[config.mk]
export PLATFORM = sky130hd
export DESIGN_NAME = multicycle_controller
export DESIGN_NICKNAME = d
export VERILOG_FILES = /design/src/rtl/multicycle_controller_pkg.sv /design/src/rtl/multicycle_controller_output_decoder.sv /design/src/rtl/multicycle_controller.sv
export SDC_FILE = /design/constraint.sdc
export NUM_CORES = 1
export LEC_CHECK = 0
export ABC_AREA = 0
export BUFFER_PORTS_ARGS = -buffer_cell sky130_fd_sc_hd__buf_2
export CAP_MARGIN = 10
export CORE_MARGIN = 2
export CORE_UTILIZATION = 43
export CTS_CLUSTER_DIAMETER = 120
export DETAILED_ROUTE_END_ITERATION = 6
export GPL_ROUTABILITY_DRIVEN = 0
export PLACE_DENSITY_LB_ADDON = 0.15
export SYNTH_ARGS = -nofsm -noshare
export SYNTH_HDL_FRONTEND = slang
export SYNTH_SLANG_ARGS = --single-unit
[constraint.sdc]
create_clock -name clk -period 1.5 [get_ports clk]
set_input_delay 0 -clock clk [delete_from_list [all_inputs] [get_ports clk]]
set_output_delay 0 -clock clk [all_outputs]
set_load 0.005 [all_outputs]
[src/rtl/multicycle_controller_pkg.sv]
// Shared encodings for the multicycle controller: state codes, opcodes,
// datapath select encodings and the bundled control-word type.
package multicycle_controller_pkg;

  typedef enum logic [3:0] {
    S_RST     = 4'd0,
    S_FETCH   = 4'd1,
    S_DECODE  = 4'd2,
    S_MEM_ADR = 4'd3,
    S_MEM_RD  = 4'd4,
    S_MEM_WB  = 4'd5,
    S_MEM_WR  = 4'd6,
    S_R_EXEC  = 4'd7,
    S_R_WB    = 4'd8,
    S_BRANCH  = 4'd9,
    S_I_EXEC  = 4'd10,
    S_I_WB    = 4'd11,
    S_JUMP    = 4'd12
  } state_t;

  // Opcodes (instruction bits [31:26])
  localparam logic [5:0] OP_RTYPE = 6'b000000;
  localparam logic [5:0] OP_J     = 6'b000010;
  localparam logic [5:0] OP_JAL   = 6'b000011;
  localparam logic [5:0] OP_BEQ   = 6'b000100;
  localparam logic [5:0] OP_BNE   = 6'b000101;
  localparam logic [5:0] OP_ADDI  = 6'b001000;
  localparam logic [5:0] OP_LW    = 6'b100011;
  localparam logic [5:0] OP_SW    = 6'b101011;

  // ALU B-operand select
  localparam logic [1:0] SRC_B_REG     = 2'b00;
  localparam logic [1:0] SRC_B_FOUR    = 2'b01;
  localparam logic [1:0] SRC_B_IMM     = 2'b10;
  localparam logic [1:0] SRC_B_IMM_SH2 = 2'b11;

  // PC source select (2'b11 is reserved and never driven)
  localparam logic [1:0] PC_SRC_ALU    = 2'b00;
  localparam logic [1:0] PC_SRC_ALUOUT = 2'b01;
  localparam logic [1:0] PC_SRC_JUMP   = 2'b10;

  // Register write-data select
  localparam logic [1:0] WD_ALUOUT = 2'b00;
  localparam logic [1:0] WD_MDR    = 2'b01;
  localparam logic [1:0] WD_PC     = 2'b10;

  // Register write-address select
  localparam logic [1:0] WR_RT = 2'b00;
  localparam logic [1:0] WR_RD = 2'b01;
  localparam logic [1:0] WR_RA = 2'b10;

  // ALU operation
  localparam logic [1:0] ALU_ADD   = 2'b00;
  localparam logic [1:0] ALU_SUB   = 2'b01;
  localparam logic [1:0] ALU_FUNCT = 2'b10;

  typedef struct packed {
    logic       pc_write;
    logic       branch_eq;
    logic       branch_ne;
    logic       i_or_d;
    logic       mem_read;
    logic       mem_write;
    logic       ir_write;
    logic       reg_write;
    logic       alu_src_a;
    logic [1:0] alu_src_b;
    logic [1:0] pc_src;
    logic [1:0] mem_to_reg;
    logic [1:0] reg_dst;
    logic [1:0] alu_op;
    logic       illegal_op;
  } ctrl_t;

  // True for every opcode the controller knows how to sequence.
  function automatic logic is_legal(input logic [5:0] op);
    case (op)
      OP_RTYPE, OP_J, OP_JAL, OP_BEQ, OP_BNE,
      OP_ADDI, OP_LW, OP_SW: is_legal = 1'b1;
      default:               is_legal = 1'b0;
    endcase
  endfunction

endpackage

[src/rtl/multicycle_controller_output_decoder.sv]
// Combinational control-word decode from the registered state. The only
// opcode dependence is in DECODE, BRANCH and JUMP, where the opcode is
// already stable.
module mc_output_decoder
  import multicycle_controller_pkg::*;
(
  input  state_t     state,
  input  logic [5:0] opcode,
  output ctrl_t      ctrl
);

  // Per-state strobe and select decode; unlisted outputs stay 0.
  always_comb begin
    // NOTE: default the whole word first so no path leaves a field unassigned (no latch).
    ctrl = '0;
    case (state)
      S_FETCH: begin
        ctrl.mem_read   = 1'b1;
        ctrl.i_or_d     = 1'b0;
        ctrl.ir_write   = 1'b1;
        ctrl.alu_src_a  = 1'b0;
        ctrl.alu_src_b  = SRC_B_FOUR;
        ctrl.alu_op     = ALU_ADD;
        ctrl.pc_src     = PC_SRC_ALU;
        ctrl.pc_write   = 1'b1;
      end
      S_DECODE: begin
        // Branch target is precomputed here while the opcode is decoded.
        ctrl.alu_src_a  = 1'b0;
        ctrl.alu_src_b  = SRC_B_IMM_SH2;
        ctrl.alu_op     = ALU_ADD;
        ctrl.illegal_op = !is_legal(opcode);
      end
      S_MEM_ADR, S_I_EXEC: begin
        ctrl.alu_src_a  = 1'b1;
        ctrl.alu_src_b  = SRC_B_IMM;
        ctrl.alu_op     = ALU_ADD;
      end
      S_MEM_RD: begin
        ctrl.mem_read   = 1'b1;
        ctrl.i_or_d     = 1'b1;
      end
      S_MEM_WB: begin
        ctrl.reg_dst    = WR_RT;
        ctrl.mem_to_reg = WD_MDR;
        ctrl.reg_write  = 1'b1;
      end
      S_MEM_WR: begin
        ctrl.mem_write  = 1'b1;
        ctrl.i_or_d     = 1'b1;
      end
      S_R_EXEC: begin
        ctrl.alu_src_a  = 1'b1;
        ctrl.alu_src_b  = SRC_B_REG;
        ctrl.alu_op     = ALU_FUNCT;
      end
      S_R_WB: begin
        ctrl.reg_dst    = WR_RD;
        ctrl.mem_to_reg = WD_ALUOUT;
        ctrl.reg_write  = 1'b1;
      end
      S_BRANCH: begin
        ctrl.alu_src_a  = 1'b1;
        ctrl.alu_src_b  = SRC_B_REG;
        ctrl.alu_op     = ALU_SUB;
        ctrl.pc_src     = PC_SRC_ALUOUT;
        ctrl.branch_eq  = (opcode == OP_BEQ);
        ctrl.branch_ne  = (opcode == OP_BNE);
      end
      S_I_WB: begin
        ctrl.reg_dst    = WR_RT;
        ctrl.mem_to_reg = WD_ALUOUT;
        ctrl.reg_write  = 1'b1;
      end
      S_JUMP: begin
        ctrl.pc_src     = PC_SRC_JUMP;
        ctrl.pc_write   = 1'b1;
        if (opcode == OP_JAL) begin
          ctrl.reg_dst    = WR_RA;
          ctrl.mem_to_reg = WD_PC;
          ctrl.reg_write  = 1'b1;
        end
      end
      default: ;  // RST and any unlisted code: everything 0
    endcase
  end

endmodule

[src/rtl/multicycle_controller.sv]
// Multicycle CPU control FSM: state register and next-state logic live
// here; the Moore output decode is in mc_output_decoder. Because the
// outputs decode only from the state register, asserting rst_n low clears
// every strobe immediately through the asynchronous state reset.
module multicycle_controller
  import multicycle_controller_pkg::*;
(
  input  logic       clk,
  input  logic       rst_n,
  input  logic [5:0] opcode,
  output logic       pc_write,
  output logic       branch_eq,
  output logic       branch_ne,
  output logic       i_or_d,
  output logic       mem_read,
  output logic       mem_write,
  output logic       ir_write,
  output logic       reg_write,
  output logic       alu_src_a,
  output logic [1:0] alu_src_b,
  output logic [1:0] pc_src,
  output logic [1:0] mem_to_reg,
  output logic [1:0] reg_dst,
  output logic [1:0] alu_op,
  output logic       illegal_op,
  output logic [3:0] state
);

  state_t state_r;
  ctrl_t  ctrl;

  // State register with next-state selection; reset parks in RST so the
  // release cycle asserts no write strobe.
  always_ff @(posedge clk or negedge rst_n) begin
    // NOTE: sequential state uses non-blocking assignments only.
    if (!rst_n) begin
      state_r <= S_RST;
    end else begin
      case (state_r)
        S_RST:     state_r <= S_FETCH;
        S_FETCH:   state_r <= S_DECODE;
        S_DECODE: begin
          case (opcode)
            OP_LW, OP_SW:   state_r <= S_MEM_ADR;
            OP_RTYPE:       state_r <= S_R_EXEC;
            OP_BEQ, OP_BNE: state_r <= S_BRANCH;
            OP_ADDI:        state_r <= S_I_EXEC;
            OP_J, OP_JAL:   state_r <= S_JUMP;
            default:        state_r <= S_FETCH;  // illegal: flagged in decode
          endcase
        end
        S_MEM_ADR: state_r <= (opcode == OP_LW) ? S_MEM_RD : S_MEM_WR;
        S_MEM_RD:  state_r <= S_MEM_WB;
        S_MEM_WB:  state_r <= S_FETCH;
        S_MEM_WR:  state_r <= S_FETCH;
        S_R_EXEC:  state_r <= S_R_WB;
        S_R_WB:    state_r <= S_FETCH;
        S_BRANCH:  state_r <= S_FETCH;
        S_I_EXEC:  state_r <= S_I_WB;
        S_I_WB:    state_r <= S_FETCH;
        S_JUMP:    state_r <= S_FETCH;
        default:   state_r <= S_RST;   // recover from any unlisted code
      endcase
    end
  end

  mc_output_decoder u_output_decoder (
    .state  (state_r),
    .opcode (opcode),
    .ctrl   (ctrl)
  );

  assign pc_write   = ctrl.pc_write;
  assign branch_eq  = ctrl.branch_eq;
  assign branch_ne  = ctrl.branch_ne;
  assign i_or_d     = ctrl.i_or_d;
  assign mem_read   = ctrl.mem_read;
  assign mem_write  = ctrl.mem_write;
  assign ir_write   = ctrl.ir_write;
  assign reg_write  = ctrl.reg_write;
  assign alu_src_a  = ctrl.alu_src_a;
  assign alu_src_b  = ctrl.alu_src_b;
  assign pc_src     = ctrl.pc_src;
  assign mem_to_reg = ctrl.mem_to_reg;
  assign reg_dst    = ctrl.reg_dst;
  assign alu_op     = ctrl.alu_op;
  assign illegal_op = ctrl.illegal_op;
  assign state      = state_r;

endmodule

After elaboration in Yosys (flattened, before gate mapping). Cells that the tools add are included.

Register bits: 4. Output and inout port bits: 24. Input port bits: 8. Logic and storage cells: 53.

Reduce and logical (&&, ||, !) cells: 14. Multiplexer cells: 19. Eq/ne operators: 19.

Operators by type and width (number): $pmux W4 S7 (1); $eq A4 B4 Y1 const B (5); $pmux W4 S5 (1); $eq A4 B3 Y1 const B (4); $reduce_or A2 Y1 (8); $eq A6 B2 Y1 const B (2); $eq A6 B3 Y1 const B (2); $eq A6 B6 Y1 const B (2); $pmux W3 S4 (1); $pmux W4 S3 (1); $mux W1 (9); $eq A4 B2 Y1 const B (2); $pmux W2 S2 (2); $reduce_or A8 Y1 (1); $reduce_or A7 Y1 (1); $eq A6 B4 Y1 const B (1); $logic_not A6 Y1 (1); $eq A4 B1 Y1 const B (1); $logic_not A4 Y1 (1); $mux W2 (2); $mux W4 (1); $reduce_or A3 Y1 (1); $pmux W1 S2 (1); $logic_not A1 Y1 (1).

Longest topological paths before layout.
Depth in word-level cells: 6. Mapped depth: 5. Depth with buffers taken out: 3.

Modules after synthesis. From an unflattened synthesis, not the netlist that was laid out.

Cell total of the unflattened synthesis: 87. Area total of the unflattened synthesis: 664.4 µm².

By module, submodules not included: mc_output_decoder (sequential area each 0.0 µm², area each 340.3 µm², cells an instance 46, times used 1); multicycle_controller (sequential area each 100.1 µm², area each 324.1 µm², cells an instance 41, times used 1).

Worst setup path after synthesis. Ideal clock, no wire load.

Path kind: register to output. From: reg state_r[3], in the netlist state[3]. To: out reg_dst[1]. Path slack: 0.154 ns. Stages on the path, launching flop included: 6. Data required time: 1.500 ns. Data arrival time: 1.346 ns. Path buffers: 2. Cell sequence: dfrtp_1 buf_2 nand2_1 nor3_2 nor4b_1 buf_4.

Longest elaborated chain between the ends: 2. Elaborated cells between the ends (all ways): 4. Those cells by class: eq/ne: 3; mux: 1.

Ends and longest elaborated chain: start, declared (RTL line multicycle_controller.sv:29) `state_t state_r;`; start signal, assigned (RTL line multicycle_controller.sv:52) `S_MEM_ADR: state_r <= (opcode == OP_LW) ? S_MEM_RD : S_MEM_WR;`; $eq A4 B4 Y1 or $eq A4 B3 Y1 (tied branches) (RTL line multicycle_controller_output_decoder.sv:16) `case (state)`; $pmux W4 S3 * (RTL line multicycle_controller_output_decoder.sv:16); end, declared (RTL line multicycle_controller.sv:23) `output logic [1:0] reg_dst,`.

Every way passes the cells marked *; elsewhere a longest branch is shown, timed or not.

Worst setup path after layout.
From: reg state_r[3], in the netlist state[3]. To: out pc_write.

Longest elaborated chain between the ends: 3. Elaborated cells between the ends (all ways): 4. Those cells by class: eq/ne: 2; mux: 1; reduce/logical: 1.

Ends and longest elaborated chain: $eq A4 B1 Y1 or $eq A4 B4 Y1 (tied branches) (RTL line multicycle_controller_output_decoder.sv:16); $reduce_or A2 Y1 (no line) *; $mux W1 * (RTL line multicycle_controller_output_decoder.sv:16); end, declared (RTL line multicycle_controller.sv:11) `output logic pc_write,`.

Marks and branches as above.

==> impl_summary.txt <==
----------------------------------------------------
[Run status]
  Status ... complete, no violations

[Detailed routing]
  Detail Route Antenna Nets ... 0
  Wirelength per Cell ... 12.01 um
  Detailed-route via count ... 691
  Number of DRC markers in iteration 0 ... 22
  Post-Route WL ... 1501 um
  Via-to-Cell Ratio ... 5.528
  Initial DRT Pass Iterations ... 4
  Detailed-route DRC error count ... 0

[Placement]
  Number of placed cells counting well taps ... 116
  Pre-CTS setup slack ... 0.1526 ns
  Port Buffers ... 31
  Placed Instance Area ... 719.4 sq um
  DP Wirelength ... 1045 um

[Clock network]
  Clock transition at the register clock pins on the worst setup and hold paths after CTS ... 0.04 ns
  Root buf cell ... sky130_fd_sc_hd__clkbuf_4
  Later-pin clock latency in the skew report ... 0.24 ns
  Total CTS buffers ... 3
  CTS H-tree depth ... 1
  TritonCTS clock tree ... done
  Max clock buf depth ... 2
  TritonCTS sink count ... 4

[Logic synthesis]
  Share of the synthesized area in the top cell type ... 17.20%
  Flop and latch count out of synthesis ... 4
  Net count of the mapped netlist ... 84
  Most used flip-flop cell after synthesis ... sky130_fd_sc_hd__dfrtp_1
  Number of distinct library cells after synthesis ... 34
  Cell count after synthesis ... 76
  Total standard cell area after synthesis ... 581.8 sq um
  Cell types with the largest area share after synthesis ... sky130_fd_sc_hd__dfrtp_1 (17%), sky130_fd_sc_hd__mux2i_1 (6.9%), sky130_fd_sc_hd__nand2b_1 (6.5%)
  Yosys warning total ... 0
  Number of enable flip-flop cells after synthesis ... 0
  Most instantiated library cell after synthesis ... sky130_fd_sc_hd__nor2_1
  Share of async-settable or async-resettable flops after synthesis ... 100.0%
  Leading cell types by count after synthesis ... sky130_fd_sc_hd__nor2_1 (10), sky130_fd_sc_hd__nand2b_1 (6), sky130_fd_sc_hd__nor3_1 (6), sky130_fd_sc_hd__buf_2 (5)
  Dominant cell type by area after synthesis ... sky130_fd_sc_hd__dfrtp_1
  Mapped Avg Cell Area ... 7.655 sq um
  Proportion of synthesized chip area in sequential cells ... 17.20%

[Setup path]
  Endpoint type of the worst setup path ... primary output
  Count of cells along the worst register-to-register path ... 3
  Required time reported for the critical path endpoint ... 1.50 ns
  Worst-path fanout max ... 9
  Terminus of the critical flop-to-flop path ... state[2]
  Worst setup path class ... reg -> out
  Kind of start point of the critical path ... register
  Launch point of the worst reg-to-reg path ... state[0]
  Reg2reg setup slack ... 0.19 ns
  CP arrival ... 1.43 ns

[Timing]
  Slack of the critical path ... 0.07115 ns
  Worst hold slack after final layout ... 0.09510 ns
  Number of max-slew violations in the final report ... 0
  Finish-stage setup viols ... 0
  Max frequency ... 699.9 MHz
  Share of the clock period used by the worst path after layout ... 95.26%
  Time the final worst path needs with I/O delays and setup ... 1.429 ns
  Count of endpoints failing hold in the final timing report ... 0
  Normalized max-slew margin ... 78.78%
  Final sum of negative setup slack ... 0 ns
  Worst clock skew on the final layout ... 0.004883 ns
  Actual slew at the worst max-slew pin ... 0.3159 ns

[Layout]
  Final-layout fill cell count ... 125
  Largest register FFs ... 4
  Post-route cell area ... 819.5 sq um
  Area growth from synthesis to final layout ... 40.86%
  End-of-flow core utilization ... 63.78%
  Antenna diode count ... 0
  Proportion of layout cells with a drive suffix above 1 ... 44.55%
  Post-layout net count ... 120
  Post-route non-filler standard cell count ... 125

[Die]
  Area inside the core boundary ... 1285 sq um
  Io pins ... 32
  Initial core utilization ... 45.28%
  Die Wd ... 40.79 um
  Die Outline Area ... 1663 sq um
  Die boundary height ... 40.79 um
  Row count ... 13

[GRT]
  Vias in the first global route ... 461
  Largest net degree at the start of global routing ... 16
  Global router's overall resource usage ... 18.58%
  Global-route wire length before repair ... 2063 um
  Initial antenna violation count ... 0
  GRT overflow ... 0

[Pwr]
  Pwr/cell area ... 1698 nW/um^2
  Maximum vdd drop ... 0.0006680 V
  Design Power ... 1.391 mW
  Static leakage ... 0.3981 nW

[Run]
  Max-cap check violation count ... 0

[Hold path]
  Classification of the worst-slack hold path ... in -> async

----------------------------------------------------
## layout make-up
class	count	area (sq um)	share of cell area (%)
multi-input cells	63	445.4	54.35
clock buffers	3	22.52	2.748
repair buffers	40	229.0	27.94
flip-flops and latches	4	103.9	12.67
well taps	15	18.77	2.290
## layout by cell type (no fill, tap or decap), types with 3 or more instances in the layout
master,instances
sky130_fd_sc_hd__buf_4,7
sky130_fd_sc_hd__nand2_1,3
sky130_fd_sc_hd__buf_2,31
sky130_fd_sc_hd__nand2b_1,5
sky130_fd_sc_hd__mux2i_1,4
sky130_fd_sc_hd__nor2_1,10
sky130_fd_sc_hd__clkbuf_4,3
sky130_fd_sc_hd__nor3_1,6
sky130_fd_sc_hd__a21oi_1,3
sky130_fd_sc_hd__dfrtp_2,3
## metal layers
layer	part of all wire, %	global-route usage [%]	vias to the layer above	wire (um)
met3	6.8	3.804	2	102
met1	47	25.33	303	700
met4	0.53	7.500	0	8
met2	46	28.13	39	689
li1	-	-	347	-
met5	0	0	-	0
## logic make-up (layout without fill, tap and decap cells)
logic type	count (synthesis)	after routing	synth area share (%)
compound gates	14	14	16.99
flops	4	4	17.20
xor+xnor	2	2	3.011
simple gates	42	42	43.87
mux	5	5	8.817
buf+inv	9	43	10.11
## worst max path at each step
stage / start / end / slack (ns)
3_3_place_gp: state[0] / illegal_op / 0.20
4_1_cts: state[2] / pc_write / 0.01
6_report: state[3] / pc_write / 0.07
5_1_grt: state[2] / pc_write / -0.0006
2_1_floorplan: state[3] / reg_dst[1] / 0.15
3_5_place_dp: state[2] / mem_to_reg[1] / 0.15
## where the power goes
part	internal (mW)	switching [mW]	leakage [nW]	total (mW)
logic	0.517	0.452	0.339	0.969
clock network	0.0897	0.0459	0.0138	0.136
registers	0.162	0.125	0.0458	0.287
total	0.769	0.622	0.398	1.39
## worst max-delay path: stages (launching register included)
cell                      delay [ns]
sky130_fd_sc_hd__dfrtp_2        0.46
sky130_fd_sc_hd__or2_1          0.27
sky130_fd_sc_hd__mux2_2         0.28
sky130_fd_sc_hd__nor2_1         0.08
sky130_fd_sc_hd__buf_2          0.11
## repair_timing
action                                  in CTS  in global routing
buffers inserted                             0                  5
hold buffers                                 1                  0
endpoints found under the setup margin       6                  6
endpoints found under the hold margin        4                  0
gates resized for setup                      3                  7
pin swaps                                    0                  1
(Power assumes the default switching activity.)
